## src/rtl/tiny_host_bridge.sv

```systemverilog
// Host-side bridge for the pairing core's operand RAM: packs 7 host words into one
// 198-bit element write and unpacks one element read into 7 host words.
module tiny_host_bridge #(
  parameter int W      = 198,
  parameter int BW     = 32,
  parameter int NW     = 7,
  parameter int AW     = 7,
  parameter int RD_LAT = 1
) (
  input  logic          clk,
  input  logic          reset,
  input  logic          cmd_valid,
  output logic          cmd_ready,
  input  logic          cmd_write,
  input  logic [AW-1:0] cmd_addr,
  input  logic          in_valid,
  output logic          in_ready,
  input  logic [BW-1:0] in_data,
  output logic          out_valid,
  input  logic          out_ready,
  output logic [BW-1:0] out_data,
  output logic          bad_trit,
  output logic          busy,
  output logic          ram_sel,
  output logic          ram_w,
  output logic [AW-1:0] ram_addr,
  output logic [W-1:0]  ram_data,
  input  logic [W-1:0]  ram_out
);

  // Handshakes: a transfer happens on a rising edge where valid and ready are both 1.
  // cmd_ready, in_ready and out_valid are registered and only change on that edge.

  localparam int TOP = W - BW * (NW - 1);

  typedef enum logic [2:0] {
    IDLE  = 3'd0,
    LOAD  = 3'd1,
    WRITE = 3'd2,
    RDREQ = 3'd3,
    SEND  = 3'd4
  } state_t;

  state_t                 state;
  logic [2:0]             cnt;
  logic [3:0]             lat_cnt;
  logic [BW*(NW-1)-1:0]   rd_sr;
  logic                   has_bad;

  always_comb begin
    has_bad = 1'b0;
    for (int i = 0; i < W / 2; i++) begin
      if (ram_data[2*i +: 2] == 2'b11) has_bad = 1'b1;
    end
  end

  always_ff @(posedge clk or posedge reset) begin
    if (reset) begin
      state     <= IDLE;
      cnt       <= 3'd0;
      lat_cnt   <= 4'd0;
      rd_sr     <= '0;
      cmd_ready <= 1'b1;
      in_ready  <= 1'b0;
      out_valid <= 1'b0;
      out_data  <= '0;
      bad_trit  <= 1'b0;
      busy      <= 1'b0;
      ram_sel   <= 1'b0;
      ram_w     <= 1'b0;
      ram_addr  <= '0;
      ram_data  <= '0;
    end else begin
      case (state)
        IDLE: begin
          if (cmd_valid) begin
            cmd_ready <= 1'b0;
            busy      <= 1'b1;
            ram_addr  <= cmd_addr;
            cnt       <= 3'd0;
            if (cmd_write) begin
              state    <= LOAD;
              in_ready <= 1'b1;
            end else begin
              state   <= RDREQ;
              ram_sel <= 1'b1;
              lat_cnt <= 4'd0;
            end
          end
        end
        LOAD: begin
          if (in_valid) begin
            for (int k = 0; k < NW - 1; k++) begin
              if (cnt == 3'(k)) ram_data[k*BW +: BW] <= in_data;
            end
            // The last word only carries the top TOP bits of the element.
            if (cnt == 3'(NW - 1)) begin
              ram_data[W-1:BW*(NW-1)] <= in_data[TOP-1:0];
              in_ready <= 1'b0;
              ram_sel  <= 1'b1;
              ram_w    <= 1'b1;
              cnt      <= 3'd0;
              state    <= WRITE;
            end else begin
              cnt <= cnt + 3'd1;
            end
          end
        end
        WRITE: begin
          ram_sel   <= 1'b0;
          ram_w     <= 1'b0;
          if (has_bad) bad_trit <= 1'b1;
          cmd_ready <= 1'b1;
          busy      <= 1'b0;
          state     <= IDLE;
        end
        RDREQ: begin
          // Core output is valid RD_LAT edges after the request, sampled one edge later.
          if (lat_cnt == 4'(RD_LAT)) begin
            ram_sel   <= 1'b0;
            rd_sr     <= {{(BW*NW-W){1'b0}}, ram_out[W-1:BW]};
            out_data  <= ram_out[BW-1:0];
            out_valid <= 1'b1;
            cnt       <= 3'd0;
            state     <= SEND;
          end else begin
            lat_cnt <= lat_cnt + 4'd1;
          end
        end
        SEND: begin
          if (out_ready) begin
            if (cnt == 3'(NW - 1)) begin
              out_valid <= 1'b0;
              out_data  <= '0;
              cmd_ready <= 1'b1;
              busy      <= 1'b0;
              state     <= IDLE;
            end else begin
              out_data <= rd_sr[BW-1:0];
              rd_sr    <= rd_sr >> BW;
              cnt      <= cnt + 3'd1;
            end
          end
        end
        default: state <= IDLE;
      endcase
    end
  end

endmodule

```

## config.mk

```make
export PLATFORM = sky130hd
export DESIGN_NAME = tiny_host_bridge
export DESIGN_NICKNAME = d
export VERILOG_FILES = /design/src/rtl/tiny_host_bridge.sv
export SDC_FILE = /design/constraint.sdc
export NUM_CORES = 1
export LEC_CHECK = 0
export ABC_AREA = 1
export BUFFER_PORTS_ARGS = -buffer_cell sky130_fd_sc_hd__buf_2
export CORE_AREA = 2 2 187 189
export DETAILED_ROUTE_END_ITERATION = 10
export DIE_AREA = 0 0 189 191
export PLACE_DENSITY = 0.8
export SYNTH_ARGS = -nofsm -noshare
export SYNTH_HDL_FRONTEND = slang
export SYNTH_SLANG_ARGS = --single-unit
export TNS_END_PERCENT = 50
```

## constraint.sdc

```tcl
create_clock -name clk -period 16 [get_ports clk]
set_input_delay 1.6 -clock clk [delete_from_list [all_inputs] [get_ports clk]]
set_output_delay 1.6 -clock clk [all_outputs]
set_load 0.02 [all_outputs]
```

==> results of run 1 <==
[cell families after synthesis]
family / count (synthesis) / share of synthesized area [%]
buffers and inverters: 304 / 6.65
AND/OR/NAND/NOR: 768 / 16.8
flip-flops: 420 / 59.0
AO/OA/AOI/OAI: 547 / 17.1
adder cells (fa/ha/maj): 7 / 0.491
[placed cells by master (no fill, tap or decap), types with 2 or more instances in the layout]
cell / n
a21oi_1: 35
a21oi_4: 2
a31oi_1: 40
buf_12: 2
buf_2: 486
buf_4: 9
bufinv_16: 5
clkbuf_1: 9
clkbuf_16: 44
clkbuf_8: 11
clkinv_2: 5
clkinvlp_4: 2
dfrtp_1: 419
diode_2: 10
ha_1: 7
inv_1: 182
inv_2: 2
inv_6: 2
nand2_1: 600
nand3_1: 40
nand3_2: 4
nand4_1: 8
nor2_1: 109
nor2_2: 2
nor2_4: 2
o211ai_1: 97
o21ai_0: 354
o21ai_1: 16
[path summary, 6_finish.rpt]
| check | slack [ns] | from | endpoint | cells after the start |
|---|---|---|---|---|
| setup / recovery | 12.54 | state[1]$_DFFE_PP0P_ | rd_sr[102]$_DFFE_PP0P_ | 9 |
| hold / removal | 0.47 | bad_trit$_DFFE_PP0P_ | bad_trit$_DFFE_PP0P_ | 2 |
| setup reg to reg | 12.54 | state[1]$_DFFE_PP0P_ | rd_sr[102]$_DFFE_PP0P_ | 9 |
| hold reg to reg | 0.47 | bad_trit$_DFFE_PP0P_ | bad_trit$_DFFE_PP0P_ | 2 |
| max in group asynchronous | 13.30 | reset | rd_sr[114]$_DFFE_PP0P_ | 3 |
| min in group asynchronous | 1.18 | reset | rd_sr[157]$_DFFE_PP0P_ | 2 |
[critical path, delay by kind of cell (launching register included)]
kind / cells / cell delay [ns]
compound gates: 3 / 0.61
flops: 1 / 0.45
simple gates: 3 / 0.93
buf+inv: 3 / 1.11
[report_power, final]
group	total [µW]	internal (µW)	switching [µW]
Combinational	1500	470	1030
Sequential	1740	1490	248
Clock	1070	639	429
Total	4310	2600	1710
[per-stage QoR]
stage | setup slack [ns] | power, µW
4_1_cts | 12.65 | 4320
3_5_place_dp | 12.36 | 3240
6_report | 12.54 | 4310
2_1_floorplan | 2.71 | 2700
3_3_place_gp | 12.57 | 3170
5_1_grt | 12.29 | 4570
[final cells by class]
cell class	instances	area, µm²
inverter	186	711
multi-input combinational	1322	6160
timing repair buffer	497	2540
sequential	420	10500
tap	455	569
antenna	10	25.0
clock buffer	64	1290
fill	2863	12100
clock inverter	15	224
[flip-flops by register name, indices dropped and copies added (netlist names)]
| signal | cells |
|---|---|
| out_data | 32 |
| cnt | 3 |
| in_ready | 1 |
| ram_data | 198 |
| state | 3 |
| rd_sr | 166 |
| bad_trit | 1 |
| cmd_ready | 1 |
| out_valid | 1 |
| ram_sel | 1 |
| ram_w | 1 |
| ram_addr | 7 |
| lat_cnt | 4 |
| busy | 1 |
[metal layers]
| layer | global-route usage (%) | vias up | wire length (µm) | part of all wire (%) |
|---|---|---|---|---|
| met5 | 0 | - | 119 | 0.21 |
| met1 | 37.0 | 7751 | 20800 | 37 |
| met2 | 51.3 | 763 | 27000 | 48 |
| met3 | 8.13 | 188 | 5120 | 9.1 |
| met4 | 16.0 | 20 | 3080 | 5.5 |
| li1 | - | 7544 | - | - |
==> impl_metrics.py, run 1 <==
metrics = {
    "clocking": {
        "hold_buffers": 0,
        "h-tree-depth": 2,
        "numCtsBuffers": 43,
        "clk_pin_slew_ns": 0.06,
        "root_buffer": "clkbuf_16",
        "cts_buffer_depth": 3,
        "clk_latency_ns": 0.58,
        "cts_setup_buffers": 0,
        "cts_tree": "done",
        "clock_sinks": 420,
        "cts_resized": 0,
    },
    "timing": {
        "rsz0062_at_grt": "false",
        "hold_violations": 0,
        "relSlewSlack_pct": 17.5,
        "setup_viol": 0,
        "slew_viol_final": 0,
        "max_freq_ghz": 0.289,
        "holdWs_ns": 0.467,
        "finClkSkew_ns": 0.0257,
        "fin_tns_setup_ns": 0,
        "min_period_ns": 3.46,
        "max_slew.worst_pin.slew_ns": 1.24,
        "fin_crit_sh_pct": 21.6,
    },
    "drt": {
        "routed_wl_mm": 56.1,
        "vias": 16300,
        "vias_per_cell": 5.48,
        "drc": 0,
        "first_pass_iters": 6,
        "drt_iter0_drc": 1304,
        "ant_nets": 0,
        "wl_per_cell_um": 18.9,
    },
    "min_path": {
        "worstHoldPathType": "register to register",
    },
    "flow_run": {
        "max-cap-violations": 0,
    },
    "synth": {
        "synth_top_area_share_pct": 58.8,
        "synth_commonest_cells": "nand2_1 (600), dfrtp_1 (419), o21ai_0 (354)",
        "yosysTopAreaCell": "dfrtp_1",
        "synth_seq_area_share_pct": 59.0,
        "yosys.cell_count.top_type": "nand2_1",
        "yosysUniqueCellTypes": 28,
        "ys.flop_type": "dfrtp_1",
        "ys_ff_latch": 420,
        "ys.warnings.count": 0,
        "async_flop_share_pct": 100,
        "syn_inst": 2046,
        "synth-edff-count": 0,
        "synth.avg_cell_area_um2": 8.71,
        "syn_nets": 2296,
        "synth_area_leaders": "dfrtp_1 (59%), nand2_1 (13%), o21ai_0 (9.9%)",
        "syn_area_um2": 17800,
    },
    "global_routing": {
        "grt.total_usage_pct": 30.9,
        "antenna_found_initial": 20,
        "grt_max_degree": 301,
        "grt_pass1_wl_mm": 86.2,
        "overflow": 0,
        "grt_pass1_vias": 15800,
    },
    "floorplanning": {
        "start_util_pct": 52.3,
        "die_w_um": 189,
        "row_count": 68,
        "fp.dieH_um": 191,
        "dieArea_um2": 36100,
        "core_um2": 34100,
        "ios": 487,
    },
    "power": {
        "p_per_area_nw_per_um2": 196,
        "ir_drop_mv": 0.123,
        "p_leak_uw": 0.0111,
    },
    "layout": {
        "fin_cells": 2969,
        "final_layout_size_suffix_gt1_share_pct": 23.3,
        "areaGrowthSynthToFinish_pct": 23.6,
        "finalNetCount": 2720,
        "stdcell_area_um2": 22000,
        "fin_util_pct": 64.6,
    },
    "placed_design": {
        "place.gp.congestion": 0.945,
        "io_buffers": 486,
        "hpwlAfterDp_mm": 39.8,
        "dp_cells": 2880,
        "postPlaceCellArea_um2": 20500,
    },
    "setup_path": {
        "cpMaxStageDelayCell": "nor2_4",
        "worstPathMaxFanout": 300,
        "path_cells": "nor2_4 -> nand2_4 -> buf_4 -> nor2_4 -> inv_2 -> a21oi_4 -> buf_12 -> o211ai_1 -> o21ai_0",
        "worstPathArrival_ns": 3.93,
        "startpoint_type": "register",
        "required_ns": 16.47,
        "max_stage_delay_ns": 0.68,
        "cp_common_cell": "nor2_4",
        "crit_type": "register to register",
        "crit_path_end_kind": "register",
    },
    "outcome": {
        "status": "complete, no violations",
    },
}
Note: power is estimated with default switching activity, not from simulation.
==> inputs of run 2 (changes only) <==
==> constraint.sdc (replaced) <==
create_clock -name clk -period 3.3 [get_ports clk]
set_input_delay 0.33 -clock clk [delete_from_list [all_inputs] [get_ports clk]]
set_output_delay 0.33 -clock clk [all_outputs]
set_load 0.02 [all_outputs]
==> impl_metrics.py, run 2 (synthesis gave the netlist of run 1 again) <==
metrics = {
    "outcome": {
        "status": "complete, no violations",
    },
    "drt": {
        "drt_iter0_drc": 1224,
        "drc": 0,
        "vias_per_cell": 5.46,
        "wl_per_cell_um": 18.7,
        "vias": 16400,
        "ant_nets": 0,
        "routed_wl_mm": 56.1,
        "first_pass_iters": 7,
    },
    "setup_path": {
        "cpMaxStageDelayCell": "buf_12",
        "rrSetupSlack_ns": 0.79,
        "rr_worst_depth": 8,
        "worstPathArrival_ns": 2.97,
        "crit_path_end_kind": "register",
        "path_delay_family": "simple AND/OR/NAND/NOR gates",
        "path_cells": "nor2_4 -> nand2_4 -> nor2_4 -> inv_2 -> a21oi_4 -> buf_12 -> o211ai_1 -> o21ai_0",
        "cp_common_cell": "nor2_4",
        "rr_endpoint": "rd_sr[114]$_DFFE_PP0P_",
        "startpoint_type": "register",
        "required_ns": 3.76,
        "timing.rr.start": "state[1]$_DFFE_PP0P_",
        "worstPathMaxFanout": 198,
        "crit_buf_inv": 2,
        "max_stage_delay_ns": 0.55,
        "crit_type": "register to register",
    },
    "layout": {
        "final_layout_size_suffix_gt1_share_pct": 23.4,
        "fin_cells": 2995,
        "mostFrequentLayoutCell": "nand2_1",
        "multi_input_area_um2": 6160,
        "areaGrowthSynthToFinish_pct": 24.2,
        "seqCellArea_um2": 10500,
        "stdcell_area_um2": 22100,
        "largest_registers": "ram_data x198, rd_sr x166, out_data x32",
        "n_fill_cell": 2801,
        "finalNetCount": 2745,
        "final_cell_mix": "nand2_1 (600), buf_2 (486), dfrtp_1 (419), o21ai_0 (354), inv_1 (182)",
        "fin_util_pct": 64.9,
        "largest-register": "ram_data",
        "largest_register_ffs": 198,
    },
    "global_routing": {
        "grt_pass1_vias": 15600,
        "grt.total_usage_pct": 30.8,
        "grt_pass1_wl_mm": 86.0,
        "grt_max_degree": 199,
        "overflow": 0,
        "antenna_found_initial": 24,
    },
    "timing": {
        "max_freq_ghz": 0.398,
        "relSlewSlack_pct": 42.8,
        "rsz0062_at_grt": "false",
        "finClkSkew_ns": 0.0235,
        "max_slew.worst_pin.slew_ns": 0.856,
        "setup_viol": 0,
        "hold_violations": 0,
        "min_period_ns": 2.51,
        "slew_viol_final": 0,
        "fin_crit_sh_pct": 76.2,
    },
    "clocking": {
        "cts_buffer_depth": 3,
        "cts_resized": 0,
        "root_buffer": "clkbuf_16",
        "cts_setup_buffers": 0,
        "clk_pin_slew_ns": 0.06,
        "numCtsBuffers": 43,
        "clock_sinks": 420,
        "cts_tree": "done",
        "h-tree-depth": 2,
        "clk_latency_ns": 0.56,
    },
    "power": {
        "power.internal_uw": 12200,
        "ir_drop_mv": 0.515,
        "clock_power_share_pct": 23.0,
        "pwr-share-seq_pct": 41.1,
        "p_sw_uw": 8210,
        "p_leak_uw": 0.0112,
        "switching_share_pct": 40.1,
        "share_comb_of_total_power_pct": 35.9,
        "p_per_area_nw_per_um2": 924,
    },
    "floorplanning": {
        "ios": 487,
        "core_um2": 34100,
        "start_util_pct": 52.3,
        "die_w_um": 189,
        "dieArea_um2": 36100,
        "row_count": 68,
        "fp.dieH_um": 191,
    },
    "placed_design": {
        "dp_cells": 2896,
        "hpwlAfterDp_mm": 40.6,
        "io_buffers": 486,
        "place.gp.congestion": 0.921,
        "postPlaceCellArea_um2": 20700,
    },
    "flow_run": {
        "max-cap-violations": 0,
    },
    "min_path": {
        "worstHoldPathType": "primary input to register",
        "holdPathStages": 3,
        "hold_start": "ram_out[187]",
        "holdPathEnd": "rd_sr[155]$_DFFE_PP0P_",
    },
}
-- run 2: how the worst max path moves through the flow --
stage | from | cells after the start | slack (ns) | end
5_1_grt | state[1]$_DFFE_PP0P_ | 8 | 0.55 | rd_sr[97]$_DFFE_PP0P_
6_report | state[1]$_DFFE_PP0P_ | 8 | 0.79 | rd_sr[114]$_DFFE_PP0P_
3_5_place_dp | state[1]$_DFFE_PP0P_ | 8 | 0.86 | rd_sr[114]$_DFFE_PP0P_
4_1_cts | state[1]$_DFFE_PP0P_ | 8 | 0.85 | rd_sr[114]$_DFFE_PP0P_
2_1_floorplan | reset | 1 | -2.69 | bad_trit$_DFFE_PP0P_
3_3_place_gp | state[1]$_DFFE_PP0P_ | 8 | 0.94 | rd_sr[75]$_DFFE_PP0P_
-- run 2: power by group through the flow --
stage	combinational (µW)	sequential, µW	clock (µW)
5_1_grt	8150	8630	4960
2_1_floorplan	3580	9500	0
3_5_place_dp	7280	8450	0
6_report	7350	8420	4700
4_1_cts	7360	8380	4740
3_3_place_gp	7030	8360	0
-- run 2: area by class of cell --
cell class              instances  share of cell area, %
diodes                         19                  0.215
clock buffers                  59                   5.45
clock inverters                12                  0.588
inverters                     186                   3.19
multi-input cells            1322                   27.8
flip-flops and latches        420                   47.5
well taps                     455                   2.57
repair buffers                522                   12.7
-- run 2: worst reg2reg max path, delay by kind of cell, from the launching register on --
kind                   cells  cell delay, ns
AND/OR/NAND/NOR            3            0.71
flip-flops                 1            0.43
AO/OA/AOI/OAI              3            0.67
buffers and inverters      2            0.62
-- run 2: stage by stage --
stage                     setup TNS (ns)  setup slack [ns]  hold slack, ns  total power (µW)
after floorplan                 -1130.21             -2.69           0.447             13100
after global placement                 0             0.941           0.450             15400
after detailed placement               0             0.860           0.454             15700
after CTS                              0             0.851        0.000681             20500
after global routing                   0             0.554          0.0166             21700
final                                  0             0.787          0.0163             20500
-- run 2: metal layers --
metal	GRT usage [%]	routed length, µm	vias up	share of wire (%)
met5	0	103	-	0.18
met4	15.1	2840	16	5.1
met3	6.77	4970	163	8.9
met2	52.1	27300	788	49
met1	37.4	20800	7800	37
li1	-	-	7592	-
-- run 2: what timing repair did --
action                                  4_1_cts  5_1_grt
hold buffers                                  9        0
hold endpoints to repair                     31        0
endpoints found under the setup margin        0        0
==> inputs of run 3 (changes only) <==
--- a/config.mk
+++ b/config.mk
@@ -5,7 +5,7 @@
 export SDC_FILE = /design/constraint.sdc
 export NUM_CORES = 1
 export LEC_CHECK = 0
-export ABC_AREA = 1
+export ABC_AREA = 0
 export BUFFER_PORTS_ARGS = -buffer_cell sky130_fd_sc_hd__buf_2
 export CORE_AREA = 2 2 187 189
 export DETAILED_ROUTE_END_ITERATION = 10
==> constraint.sdc (replaced) <==
create_clock -name clk -period 2.5 [get_ports clk]
set_input_delay 0.25 -clock clk [delete_from_list [all_inputs] [get_ports clk]]
set_output_delay 0.25 -clock clk [all_outputs]
set_load 0.02 [all_outputs]
==> impl_metrics.py, run 3 <==
metrics = {
    "timing": {
        "max_slew.worst_pin.slew_ns": 0.784,
        "relSlewSlack_pct": 47.7,
        "max_freq_ghz": 0.428,
        "setup_viol": 0,
        "rsz0062_at_grt": "false",
        "slew_viol_final": 0,
        "min_period_ns": 2.34,
        "fin_crit_sh_pct": 93.4,
        "fin_ws_ns": 0.165,
        "hold_violations": 0,
        "finClkSkew_ns": 0.0243,
    },
    "layout": {
        "areaGrowthSynthToFinish_pct": 33.4,
        "final_layout_size_suffix_gt1_share_pct": 37.7,
        "n_fill_cell": 2300,
        "largest_register_ffs": 198,
        "mostFrequentLayoutCell": "buf_2",
        "largest-register": "ram_data",
        "final_cell_mix": "buf_2 (486), dfrtp_1 (419), nand2_1 (317), mux2_2 (208), dlygate4sd3_1 (160)",
        "finalNetCount": 2455,
        "fin_cells": 2698,
        "largest_registers": "ram_data x198, rd_sr x166, out_data x32",
    },
    "floorplanning": {
        "core_um2": 34100,
        "ios": 487,
        "fp.dieH_um": 191,
        "dieArea_um2": 36100,
        "row_count": 68,
        "die_w_um": 189,
        "start_util_pct": 52.3,
    },
    "synth": {
        "ys.flop_type": "dfrtp_1",
        "synth_area_leaders": "dfrtp_1 (59%), mux2_2 (13%), nand2_1 (6.7%)",
        "synth.avg_cell_area_um2": 11.3,
        "yosysTopAreaCell": "dfrtp_1",
        "synth-edff-count": 0,
        "ys.warnings.count": 0,
        "yosysUniqueCellTypes": 41,
        "syn_area_um2": 17900,
        "syn_nets": 1833,
        "synth_top_area_share_pct": 58.7,
        "ys_ff_latch": 420,
        "async_flop_share_pct": 100,
        "syn_inst": 1583,
        "synth_seq_area_share_pct": 58.9,
        "yosys.cell_count.top_type": "dfrtp_1",
        "synth_commonest_cells": "dfrtp_1 (419), nand2_1 (317), mux2_2 (208)",
    },
    "outcome": {
        "status": "complete, no violations",
    },
    "power": {
        "p_per_area_nw_per_um2": 1200,
        "ir_drop_mv": 0.631,
        "p_leak_uw": 0.0119,
        "p_total_uw": 28600,
    },
    "clocking": {
        "root_buffer": "clkbuf_16",
        "cts_setup_buffers": 0,
        "cts_tree": "done",
        "clock_sinks": 420,
        "h-tree-depth": 2,
        "numCtsBuffers": 43,
        "clk_latency_ns": 0.54,
        "cts_buffer_depth": 3,
        "clk_pin_slew_ns": 0.06,
    },
    "min_path": {
        "worstHoldPathType": "primary input to register",
    },
    "placed_design": {
        "place.gp.congestion": 0.914,
        "io_buffers": 486,
        "dp_worst_setup_slack_ns": 0.194,
        "dp_cells": 2455,
        "hpwlAfterDp_mm": 40.8,
    },
    "global_routing": {
        "antenna_found_initial": 4,
        "overflow": 0,
        "grt_max_degree": 118,
        "grt_pass1_vias": 16100,
        "grt.total_usage_pct": 33.6,
        "grt_pass1_wl_mm": 93.5,
    },
    "drt": {
        "vias": 16000,
        "routed_wl_mm": 62.0,
        "ant_nets": 0,
        "wl_per_cell_um": 23.0,
        "first_pass_iters": 5,
        "drt_iter0_drc": 1291,
        "drc": 0,
        "vias_per_cell": 5.93,
    },
    "setup_path": {
        "crit_path_end_kind": "register",
        "required_ns": 2.91,
        "worstPathMaxFanout": 64,
        "worstPathArrival_ns": 2.74,
        "crit_type": "register to register",
        "startpoint_type": "register",
    },
    "flow_run": {
        "max-cap-violations": 0,
    },
}
run 3: through the flow:
| step | area (µm²) | hold WS, ns | utilization (%) | setup TNS [ns] |
|---|---|---|---|---|
| 6_report | 23800 | 0.0143 | 69.8 | 0 |
| 5_1_grt | 23800 | 0.00126 | 69.8 | 0 |
| 4_1_cts | 23800 | 0.00154 | 69.7 | 0 |
| 3_5_place_dp | 20800 | 0.349 | 60.9 | 0 |
| 3_3_place_gp | 20800 | 0.346 | 60.9 | 0 |
| 2_1_floorplan | 17900 | 0.390 | - | -1432.61 |
run 3: logic make-up after synthesis:
family | synth area share, %
AO/OA/AOI/OAI | 11.9
XOR/XNOR | 0.0981
adder cells (fa/ha/maj) | 0.490
buffers and inverters | 3.15
flip-flops | 58.9
multiplexers | 13.2
AND/OR/NAND/NOR | 12.3
run 3: final timing paths:
kind                                     startpoint                       end  slack (ns)  depth (start not counted)
max in group asynchronous                     reset  out_data[12]$_DFFE_PP0P_        1.27                          5
setup / recovery             lat_cnt[1]$_DFFE_PP0P_  out_data[31]$_DFFE_PP0P_        0.16                          8
setup reg to reg             lat_cnt[1]$_DFFE_PP0P_  out_data[31]$_DFFE_PP0P_        0.16                          8
hold reg to reg            out_data[14]$_DFFE_PP0P_  out_data[14]$_DFFE_PP0P_        0.48                          2
min in group asynchronous                     reset  ram_data[33]$_DFFE_PP0P_        0.34                          4
hold / removal                           ram_out[9]   out_data[9]$_DFFE_PP0P_        0.01                          3
run 3: final cells by class:
class                           instances  area [µm²]  area share (%)
Sequential cell                       420       10500            44.1
Multi-Input combinational cell       1050        6820            28.6
Timing Repair Buffer                  682        4460            18.7
Clock buffer                           62        1240            5.20
Tap cell                              455         569            2.39
Clock inverter                         10         169           0.709
Inverter                                8        33.8           0.142
Antenna cell                           11        27.5           0.116
run 3: power by group:
| part | internal (µW) | leakage (µW) | switching, µW | total, µW |
|---|---|---|---|---|
| Combinational | 4180 | 0.00599 | 6100 | 10300 |
| Clock | 3850 | 0.000689 | 2610 | 6460 |
| Sequential | 9650 | 0.00523 | 2210 | 11900 |
| Total | 17700 | 0.0119 | 10900 | 28600 |
run 3: metal layers:
| metal | vias to the layer above | GRT usage [%] | wire length, µm |
|---|---|---|---|
| met5 | - | 0 | 0 |
| met4 | 0 | 17.2 | 3620 |
| li1 | 6838 | - | - |
| met2 | 1031 | 56.8 | 30400 |
| met1 | 7862 | 41.2 | 22900 |
| met3 | 270 | 6.66 | 5110 |
run 3: timing repair:
| action | in CTS | in global routing |
|---|---|---|
| gates resized for setup | 0 | 2 |
| endpoints found under the hold margin | 241 | 0 |
| hold buffers | 160 | 0 |
| endpoints found under the setup margin | 0 | 9 |
run 3: critical path: stages (launching register included):
cell and delay (ns):
dfrtp_1 0.41, inv_1 0.07, ha_1 0.13, or3b_1 0.42, nor2_2 0.16, buf_6 0.31
a21oi_4 0.06, buf_4 0.31, o21ai_0 0.32
